`src/rtl/sr_ctrl_pkg.sv`:
```
// Shared state encoding and default timing for the SR latch bank controller.
// The helper function sizes the phase counter to the longest phase.
package sr_ctrl_pkg;

   typedef enum logic [2:0] {
      IDLE   = 3'd0,
      SETUP  = 3'd1,
      ENABLE = 3'd2,
      HOLD   = 3'd3,
      CHECK  = 3'd4
   } stateT;

   localparam int SETUP_CYC_D = 1;
   localparam int EN_CYC_D    = 2;
   localparam int HOLD_CYC_D  = 1;

   function automatic int maxOf3(input int a, input int b, input int c);
      int m;
      m = (a > b) ? a : b;
      return (m > c) ? m : c;
   endfunction

endpackage

```
`src/rtl/sr_latch_ctrl_rr_arb2.sv`:
```
// Two-input round-robin arbiter; the pointer only moves when the caller
// commits to a grant via the advance strobe.
module rr_arb2 (
   input  logic       clk,
   input  logic       rst_n,
   input  logic [1:0] req,
   input  logic       advance,
   output logic [1:0] winner
);

   logic favorOne;

   always_comb begin
      winner = 2'b00;
      case (req)
         2'b01:   winner = 2'b01;
         2'b10:   winner = 2'b10;
         2'b11:   winner = favorOne ? 2'b10 : 2'b01;
         default: winner = 2'b00;
      endcase
   end

   // After serving requester 0, requester 1 is preferred on the next tie, and vice versa.
   always_ff @(posedge clk or negedge rst_n) begin
      if (!rst_n)
         favorOne <= 1'b0;
      else if (advance)
         favorOne <= winner[0];
   end

endmodule

```
`src/rtl/sr_latch_ctrl.sv`:
```
// Sequences set/reset patterns into a bank of gated SR latches for two requesters:
// setup, enable pulse, hold, then readback check with a pass/fail report.
module sr_latch_ctrl
   import sr_ctrl_pkg::*;
#(
   parameter int WIDTH     = 8,
   parameter int SETUP_CYC = SETUP_CYC_D,
   parameter int EN_CYC    = EN_CYC_D,
   parameter int HOLD_CYC  = HOLD_CYC_D
) (
   input  logic             clk,
   input  logic             rst_n,
   input  logic [1:0]       req,
   input  logic [WIDTH-1:0] set_mask0,
   input  logic [WIDTH-1:0] set_mask1,
   input  logic [WIDTH-1:0] clr_mask0,
   input  logic [WIDTH-1:0] clr_mask1,
   output logic [1:0]       gnt,
   output logic [1:0]       done,
   output logic             err,
   output logic             busy,
   output logic             lat_en,
   output logic [WIDTH-1:0] lat_s,
   output logic [WIDTH-1:0] lat_r,
   input  logic [WIDTH-1:0] lat_q
);

   localparam int CNT_W = $clog2(maxOf3(SETUP_CYC, EN_CYC, HOLD_CYC)) + 1;

   stateT            state;
   logic [CNT_W-1:0] phaseCnt;
   logic [1:0]       winner;
   logic [1:0]       owner;
   logic [WIDTH-1:0] seReg;
   logic [WIDTH-1:0] reReg;
   logic             conflict;
   logic             arbAdvance;
   logic [WIDTH-1:0] selSet;
   logic [WIDTH-1:0] selClr;
   logic [WIDTH-1:0] selConf;
   logic             readMismatch;

   assign arbAdvance = (state == IDLE) && (req != 2'b00);

   rr_arb2 uArb (
      .clk     (clk),
      .rst_n   (rst_n),
      .req     (req),
      .advance (arbAdvance),
      .winner  (winner)
   );

   // Bits asked to be both set and cleared are dropped from the drive pattern and flagged.
   always_comb begin
      selSet       = winner[1] ? set_mask1 : set_mask0;
      selClr       = winner[1] ? clr_mask1 : clr_mask0;
      selConf      = selSet & selClr;
      readMismatch = |((lat_q ^ seReg) & (seReg | reReg));
   end

   always_ff @(posedge clk or negedge rst_n) begin
      if (!rst_n) begin
         state    <= IDLE;
         phaseCnt <= '0;
         owner    <= 2'b00;
         seReg    <= '0;
         reReg    <= '0;
         conflict <= 1'b0;
         gnt      <= 2'b00;
         done     <= 2'b00;
         err      <= 1'b0;
         busy     <= 1'b0;
         lat_en   <= 1'b0;
         lat_s    <= '0;
         lat_r    <= '0;
      end else begin
         gnt  <= 2'b00;
         done <= 2'b00;
         err  <= 1'b0;
         case (state)
            IDLE: begin
               if (arbAdvance) begin
                  state    <= SETUP;
                  gnt      <= winner;
                  owner    <= winner;
                  seReg    <= selSet & ~selConf;
                  reReg    <= selClr & ~selConf;
                  lat_s    <= selSet & ~selConf;
                  lat_r    <= selClr & ~selConf;
                  conflict <= |selConf;
                  busy     <= 1'b1;
                  phaseCnt <= CNT_W'(SETUP_CYC - 1);
               end
            end
            SETUP: begin
               if (phaseCnt == '0) begin
                  state    <= ENABLE;
                  lat_en   <= 1'b1;
                  phaseCnt <= CNT_W'(EN_CYC - 1);
               end else begin
                  phaseCnt <= phaseCnt - CNT_W'(1);
               end
            end
            ENABLE: begin
               if (phaseCnt == '0) begin
                  state    <= HOLD;
                  lat_en   <= 1'b0;
                  phaseCnt <= CNT_W'(HOLD_CYC - 1);
               end else begin
                  phaseCnt <= phaseCnt - CNT_W'(1);
               end
            end
            HOLD: begin
               if (phaseCnt == '0) begin
                  state <= CHECK;
                  lat_s <= '0;
                  lat_r <= '0;
               end else begin
                  phaseCnt <= phaseCnt - CNT_W'(1);
               end
            end
            CHECK: begin
               state <= IDLE;
               done  <= owner;
               err   <= readMismatch | conflict;
               busy  <= 1'b0;
            end
            default: state <= IDLE;
         endcase
      end
   end

endmodule

```
`config.mk`:
```
export PLATFORM = sky130hd
export DESIGN_NAME = sr_latch_ctrl
export DESIGN_NICKNAME = d
export VERILOG_FILES = /design/src/rtl/sr_ctrl_pkg.sv /design/src/rtl/sr_latch_ctrl_rr_arb2.sv /design/src/rtl/sr_latch_ctrl.sv
export SDC_FILE = /design/constraint.sdc
export NUM_CORES = 1
export LEC_CHECK = 0
export CORE_MARGIN = 8
export CORE_UTILIZATION = 48
export CTS_CLUSTER_SIZE = 28
export DETAILED_ROUTE_END_ITERATION = 10
export GPL_TIMING_DRIVEN = 0
export HOLD_SLACK_MARGIN = 0.08
export PLACE_DENSITY = 0.86
export SLEW_MARGIN = 20
export SYNTH_ARGS = -nofsm -noshare
export SYNTH_HDL_FRONTEND = slang
export SYNTH_SLANG_ARGS = --single-unit
export TNS_END_PERCENT = 50
```
`constraint.sdc`:
```
create_clock -name clk -period 1.7 [get_ports clk]
set_input_delay 0.17 -clock clk [delete_from_list [all_inputs] [get_ports clk]]
set_output_delay 0.17 -clock clk [all_outputs]
set_load 0.02 [all_outputs]
```
Word level (Yosys, flattened, before mapping)
Cells that the tools add are included.
- input bits: 44
- output and inout port bits: 23
- flip-flop bits (word level): 48
- logic and storage cells: 79
- equality and inequality tests: 12
- reductions and logical operators: 16
- multiplexer cells: 28
- add/sub/neg operators: 1
- bitwise logic cells: 8
- operators with widths (cell ; number):
    two-way mux 8 bit ; 5
    bitwise AND 8 bit ; 4
    one-hot mux 8 bit (2 select lines) ; 2
    two-way mux 2 bit ; 8
    OR reduction 8 bit ; 2
    two-way mux 3 bit ; 4
    one-hot mux 3 bit (4 select lines) ; 1
    inequality test 2 bit, second input constant ; 5
    AND reduction 3 bit ; 3
    inverter 8 bit ; 1
    bitwise OR 8 bit ; 1
    one-hot mux 2 bit (4 select lines) ; 1
    nonzero test 2 bit ; 4
    bitwise XOR 8 bit ; 1
    equality test 3 x 2 -> 1 bit, second input constant ; 2
    one-hot mux 2 bit (3 select lines) ; 1
    equality test 2 bit, second input constant ; 2
    two-way mux 1 bit ; 4
    one-hot mux 1 bit (2 select lines) ; 2
    AND reduction 2 bit ; 2
    AND reduction 4 bit ; 1
    nonzero test 4 bit ; 1
    equality test 3 x 1 -> 1 bit, second input constant ; 1
    equality test 3 bit, second input constant ; 1
    other kinds (6) ; 6

Depth between registers and ports, before layout
Gate-level depths: netlist of the first run.
- depth in word-level cells: 8
- mapped depth: 6
- gate-level depth less buffers: 6

Hierarchy
Synthesis of the first run repeated with hierarchy kept, for this count alone.
- cell total of the unflattened synthesis: 246
- area total of the unflattened synthesis: 2446.1 µm²
- modules (own cells, without submodules) (module ; seq. area each (µm²) ; cells each ; instances ; area an instance (µm²)):
    sr_latch_ctrl ; 1176.1 ; 241 ; 1 ; 2383.5
    rr_arb2 ; 25.0 ; 5 ; 1 ; 62.6

Worst setup path after synthesis of the first run
OpenSTA, ideal clock, no wires.
- kind: register to register
- start point: reg phaseCnt[0]
- end point: reg phaseCnt[0]
- clock period less this slack: 1.561 ns
- slack: 0.139 ns
- arrival time: 1.436 ns
- cell stages (with the launch flop): 6
- cells stage by stage: dfrtp_1 inv_1 ha_1 and4_4 a211oi_2 mux2_2
- word-level cells in the longest chain between the ends: 3
- ends and longest elaborated chain (what ; line ; text):
    start: declaration ; sr_latch_ctrl.sv:31 ; logic [CNT_W-1:0] phaseCnt;
    start signal: assignment ; sr_latch_ctrl.sv:92 ; phaseCnt <= CNT_W'(SETUP_CYC - 1);
    start signal: assignment ; sr_latch_ctrl.sv:99 ; phaseCnt <= CNT_W'(EN_CYC - 1);
    start signal: assignment ; sr_latch_ctrl.sv:101 ; phaseCnt <= phaseCnt - CNT_W'(1);
    subtractor 2 x 1 -> 2 bit or zero test 2 bit (tied branches) ; -- ;
    two-way mux 2 bit (tied with other cells) ; sr_latch_ctrl.sv:114 ; if (phaseCnt == '0) begin
    one-hot mux 2 bit (4 select lines) or AND reduction 3 bit (tied branches) ; -- ;
Parallel ways exist; a longest one is shown, timed or not. The select of a mux whose other input is x is not followed.
A chain may end at the register's enable or synchronous reset.

==> results.json, run 1 <==
{
  "clockPowerShare_pct": 16.4,
  "die_y_um": 87.5,
  "hold_path.class": "in -> async",
  "initial_core_util_pct": 49.0,
  "clock_latency_ns": 0.30,
  "n_fill_cell": 389,
  "intPower_mw": 3.06,
  "fp.coreArea_um2": 5010,
  "critPathMaxFanout": 10,
  "ant_nets": 0,
  "ir_worst_vdd_uv": 841,
  "layout_common_cells": "clkdlybuf4s50_1 (65), dfrtp_1 (47), inv_1 (27), nand2_1 (23), o2bb2ai_1 (16)",
  "worstPathCellList": "and2b_4, nand2b_4, buf_6, buf_6, a31oi_1, o2bb2ai_1",
  "antenna_found_initial": 0,
  "worstPathRequired_ns": 1.87,
  "routed-via-count": 2225,
  "run_status": "completed",
  "cts_root_buf": "clkbuf_8",
  "syn_nets": 287,
  "power.density_nw_per_um2": 1480,
  "n_antenna_cell": 0,
  "clk_pin_slew_ns": 0.09,
  "drtPass1Iterations": 5,
  "finalCritPeriodShare_pct": 97.4,
  "yosysUniqueCellTypes": 45,
  "drive_gt1_share_pct": 13.6,
  "cts_buffers": 5,
  "synth_edf_count": 0,
  "yosysWarnings": 0,
  "place_hpwl_um": 5370,
  "grt_pass1_wl_um": 11000,
  "cts_tree": "built",
  "ys_seq_area_share_pct": 47.9,
  "drv_slew": 0,
  "grt_overflow": 0,
  "max_slew_margin_pct": 61.2,
  "avgSynthCellArea_um2": 10.2,
  "timing.hold.ws_ns": 0.287,
  "wl_per_cell_um": 18.0,
  "placementRows": 26,
  "drv_cap": 0,
  "io-pin-count": 67,
  "synthToLayoutAreaGrowth_pct": 37.5,
  "swShare_pct": 38.9,
  "place_inst": 377,
  "power_frac_comb_pct": 48.3,
  "endpoint_kind": "flop",
  "post_drt_via_cell_ratio": 5.76,
  "period_minus_slack_ns": 1.66,
  "final.setup_skew_ns": 0.00643,
  "setup_viol": 0,
  "crit_type": "reg -> reg",
  "first_global_vias": 2308,
  "die_x_um": 87.5,
  "drc": 0,
  "nNetsFinal": 362,
  "p_leak_nw": 1.45,
  "die_area_um2": 7660,
  "synth_seq_cells": 47,
  "worst_slew_pin_slew_ns": 0.581,
  "cts.sinks": 47,
  "cp.arrival_ns": 1.83,
  "dr.first_iter.drc_count": 235,
  "ys.flop_type": "dfrtp_1",
  "final_cells": 386,
  "portBuffers": 66,
  "slowest_stage": "dfrtp_1",
  "cts_buffer_depth": 2,
  "p_switching_mw": 1.95,
  "place_congestion": 0.858,
  "htreeDepth": 2,
  "synth_area_um2": 2460,
  "seq_power_share_pct": 35.3,
  "wl_um": 6950,
  "slowest_delay_ns": 0.39,
  "synthCells": 240,
  "max_freq_ghz": 0.604,
  "rsz0062_at_grt": "no",
  "grt_usage_pct": 18.5,
  "finalHoldViolCount": 0,
  "synthArstFlopShare_pct": 100,
  "grt_max_degree": 34,
  "startpoint_type": "flop",
  "final_common_cell": "clkdlybuf4s50_1",
  "critPathMostFrequentCell": "buf_6"
}
==> path summary, 6_finish.rpt <==
check	from	end	slack (ns)	cells after the start
max in group asynchronous	rst_n	state[0]	0.93	3
min in group clk	busy	busy	0.48	2
worst min-delay path	rst_n	lat_r[4]	0.29	2
worst max register to register	owner[0]	lat_r[2]	0.04	6
worst max-delay path	owner[0]	lat_r[2]	0.04	6
worst min register to register	busy	busy	0.48	2
==> synth_stat cells, types with 2 or more instances <==
cell type	count	area share [%]
a221oi_1	2	0.71
nand2_1	23	3.5
buf_2	2	0.41
inv_1	27	4.1
nand3b_1	5	1.5
o21ai_0	11	2.2
ha_1	3	1.5
clkbuf_1	6	0.92
nor2_1	3	0.46
and4bb_2	8	4.1
buf_4	3	0.92
a31oi_1	19	4.8
nor2b_1	6	1.5
o2bb2ai_1	16	5.7
and3_1	3	0.76
nor4bb_1	8	3.3
dfrtp_1	47	48
buf_6	3	1.4
o22ai_1	2	0.51
a22oi_1	5	1.5
a21oi_1	3	0.61
o21ai_1	10	2.0
a22o_1	2	0.71
mux2_2	2	0.92
==> layer usage <==
metal  GRT usage, %  vias to the layer above  wire [um]
li1               -                     1029          -
met1           23.1                     1068       3000
met2           28.7                      106       3180
met3           4.60                       22        517
met4           10.3                        0        252
met5              0                        -          0
==> logic make-up after synthesis <==
kind of cell	synth area share (%)
AOI/OAI and AO/OA	22.0
xor gates and xnor gates	0.357
adders and majority gates	1.53
buffers and inverters	7.74
DFF	47.9
muxes	0.917
and+or+nand+nor	19.6
==> flip-flops by register name (all words and copies together), names as in the netlist <==
| register | cells |
|---|---|
| err | 1 |
| state | 3 |
| done | 2 |
| lat_en | 1 |
| reReg | 8 |
| gnt | 2 |
| conflict | 1 |
| phaseCnt | 2 |
| busy | 1 |
| lat_s | 8 |
| seReg | 8 |
| owner | 2 |
| lat_r | 8 |
==> power groups by stage <==
stage / Clock, mW / Sequential (mW) / Combinational (mW)
after CTS: 0.842 / 1.76 / 2.40
after global routing: 0.885 / 1.81 / 2.62
after floorplan: 0 / 1.94 / 1.28
final: 0.819 / 1.77 / 2.42
after detailed placement: 0 / 1.78 / 2.36
after global placement: 0 / 1.76 / 2.28
==> cell type report <==
class	count	area [um2]	area share, %
well taps	70	87.6	2.59
multi-input cells	152	1120	33.3
clock buffers	5	68.8	2.04
repair buffers	68	686	20.3
clock inverters	3	43.8	1.30
flip-flops and latches	47	1180	34.8
inverters	27	101	3.00
plain buffers	14	88.8	2.63
==> critical path, delay by kind of cell (launching register included) <==
family / cells / cell delay (ns)
compound gates: 2 / 0.46
buf+inv: 2 / 0.29
flops: 1 / 0.39
simple gates: 2 / 0.38
==> per-stage QoR <==
| step | area [um2] | total power [mW] | utilization, % | setup slack, ns | TNS, ns |
|---|---|---|---|---|---|
| after floorplan | 2460 | 3.22 | - | 0.139 | 0 |
| after global placement | 3200 | 4.04 | 64.0 | -0.749 | -40.09 |
| after detailed placement | 3220 | 4.14 | 64.3 | -0.219 | -5.81 |
| after CTS | 3350 | 5.01 | 66.9 | 0.0177 | 0 |
| after global routing | 3380 | 5.32 | 67.4 | 0.00277 | 0 |
| final | 3380 | 5.01 | 67.4 | 0.0439 | 0 |
==> timing repair <==
item	in CTS	in global routing
hold buffers	1	0
gates resized for setup	1	5
endpoints found under the setup margin	2	9
setup buffers	0	0
hold endpoints to repair	14	0
No activity file was read; power rests on OpenSTA's default activity.
==> inputs of run 2 (changes only) <==
--- a/config.mk
+++ b/config.mk
@@ -5,7 +5,7 @@
 export SDC_FILE = /design/constraint.sdc
 export NUM_CORES = 1
 export LEC_CHECK = 0
-export CORE_MARGIN = 8
+export CORE_MARGIN = 5
 export CORE_UTILIZATION = 48
 export CTS_CLUSTER_SIZE = 28
 export DETAILED_ROUTE_END_ITERATION = 10
==> run 2 against run 1 <==
Critical path depth unchanged. Global-route usage up 2.7 points. Sequential power about the same. Maximum frequency about the same. Critical path type unchanged. First-iteration DRC count down 31%. Die area down 13%.
==> results.json, run 2 (synthesis results as in run 1) <==
{
  "grt_overflow": 0,
  "pre_cts_ws_ns": -0.250,
  "nNetsFinal": 362,
  "first_global_vias": 2150,
  "worstPathCellList": "and2b_4, nand2b_4, buf_6, buf_6, a31oi_1, o2bb2ai_1",
  "p_switching_mw": 1.92,
  "finalPower_mw": 4.92,
  "power_frac_comb_pct": 48.9,
  "rsz0062_at_grt": "yes",
  "place_congestion": 0.907,
  "finalCritPeriodShare_pct": 97.4,
  "hold_path.class": "in -> async",
  "r2r_end": "lat_r[5]",
  "max_slew_margin_pct": 66.1,
  "setup_viol": 0,
  "layout_common_cells": "clkdlybuf4s50_1 (65), dfrtp_1 (47), inv_1 (27), nand2_1 (23)",
  "post_drt_via_cell_ratio": 5.60,
  "finalHoldViolCount": 0,
  "reg2reg_slack_ns": 0.04,
  "slowest_delay_ns": 0.39,
  "routed-via-count": 2160,
  "intPower_mw": 3.00,
  "seq_power_share_pct": 35.7,
  "antenna_found_initial": 0,
  "r2r-start": "owner[0]",
  "cp.arrival_ns": 1.83,
  "ir_worst_vdd_uv": 882,
  "drtPass1Iterations": 6,
  "r2r_cells": 6,
  "design_area_um2": 3370,
  "power.density_nw_per_um2": 1460,
  "fp.coreArea_um2": 5040,
  "p_leak_nw": 1.46,
  "final.setup_skew_ns": 0.00958,
  "post_cts_buffers": 0,
  "htreeDepth": 2,
  "cts.sinks": 47,
  "drive_gt1_share_pct": 14.2,
  "drc": 0,
  "grt_usage_pct": 21.2,
  "run_status": "completed",
  "place_hpwl_um": 5170,
  "io-pin-count": 67,
  "n_antenna_cell": 0,
  "fin_ws_ns": 0.0440,
  "die_y_um": 81.5,
  "cts_tree": "built",
  "cts_root_buf": "clkbuf_8",
  "clock_latency_ns": 0.31,
  "die_x_um": 81.5,
  "crit_type": "reg -> reg",
  "synthToLayoutAreaGrowth_pct": 37.2,
  "slowest_stage": "dfrtp_1",
  "endpoint_kind": "flop",
  "portBuffers": 66,
  "clockPowerShare_pct": 15.4,
  "worst_slew_pin_slew_ns": 0.509,
  "wl_um": 6660,
  "cts_buffers": 5,
  "swShare_pct": 39.0,
  "final_common_cell": "clkdlybuf4s50_1",
  "ant_nets": 0,
  "critPathMostFrequentCell": "buf_6",
  "period_minus_slack_ns": 1.66,
  "drv_slew": 0,
  "drv_cap": 0,
  "cts_buffer_depth": 2,
  "worstPathRequired_ns": 1.87,
  "clk_pin_slew_ns": 0.09,
  "die_area_um2": 6650,
  "startpoint_type": "flop",
  "initial_core_util_pct": 48.7,
  "placementRows": 26,
  "max_freq_ghz": 0.604,
  "wl_per_cell_um": 17.3,
  "dpl-instance-area_um2": 3220,
  "critPathMaxFanout": 10,
  "grt_max_degree": 31,
  "dr.first_iter.drc_count": 161,
  "grt_pass1_wl_um": 10500
}
run 2: cell count changes in the layout (fill, tap and decap cells not counted), sizes merged:
cell	delta
clkbuf	+2
bufinv	-1
clkinvlp	+1
clkinv	-2
run 2: final cells by class:
cell class                 count  area (um2)
buffer                        14        92.6
clock buffer                   7        96.3
clock inverter                 1        7.51
fill                         393        1670
inverter                      27         101
multi-input combinational    152        1120
sequential                    47        1180
tap                           70        87.6
timing repair buffer          68         686
run 2: worst max path at each step:
stage	start	to	slack, ns
2_1_floorplan	phaseCnt[0]	phaseCnt[0]	0.14
3_3_place_gp	rst_n	reReg[1]	-0.79
3_5_place_dp	req[1]	lat_r[5]	-0.25
4_1_cts	phaseCnt[0]	phaseCnt[0]	0.006
5_1_grt	state[1]	lat_r[0]	-0.03
6_report	owner[0]	lat_r[5]	0.04
run 2: timing repair:
item | in CTS | in global routing
gates resized for setup | 0 | 12
hold buffers | 1 | 0
endpoints found under the setup margin | 0 | 14
endpoints found under the hold margin | 17 | 0
run 2: routing by layer:
| layer | track usage, % | vias to the layer above | part of all wire, % |
|---|---|---|---|
| li1 | - | 1031 | - |
| met1 | 27.4 | 1044 | 44 |
| met2 | 34.9 | 74 | 49 |
| met3 | 3.84 | 11 | 5.0 |
| met4 | 9.12 | 0 | 2.1 |
| met5 | 0 | - | 0 |
run 2: power by group through the flow:
| stage | combinational, mW | clock (mW) | sequential [mW] |
|---|---|---|---|
| finish | 2.41 | 0.756 | 1.76 |
| CTS | 2.36 | 0.758 | 1.75 |
| detailed placement | 2.34 | 0 | 1.78 |
| global route | 2.62 | 0.815 | 1.81 |
| global placement | 2.27 | 0 | 1.76 |
| floorplan | 1.28 | 0 | 1.94 |
run 2: critical path, delay by kind of cell (launching register included):
kind | cells | cell delay [ns]
AOI/OAI and AO/OA | 2 | 0.47
buffers and inverters | 2 | 0.29
and+or+nand+nor | 2 | 0.37
DFF | 1 | 0.39
run 2: per-stage QoR:
step / TNS (ns) / std cells / utilization (%) / hold slack [ns]
2_1_floorplan: 0 / 240 / - / -0.126
3_3_place_gp: -41.88 / 376 / 63.5 / 0.455
3_5_place_dp: -5.96 / 377 / 63.8 / 0.129
4_1_cts: 0 / 386 / 66.1 / 0.336
5_1_grt: -0.0318 / 386 / 66.8 / 0.362
6_report: 0 / 386 / 66.8 / 0.332
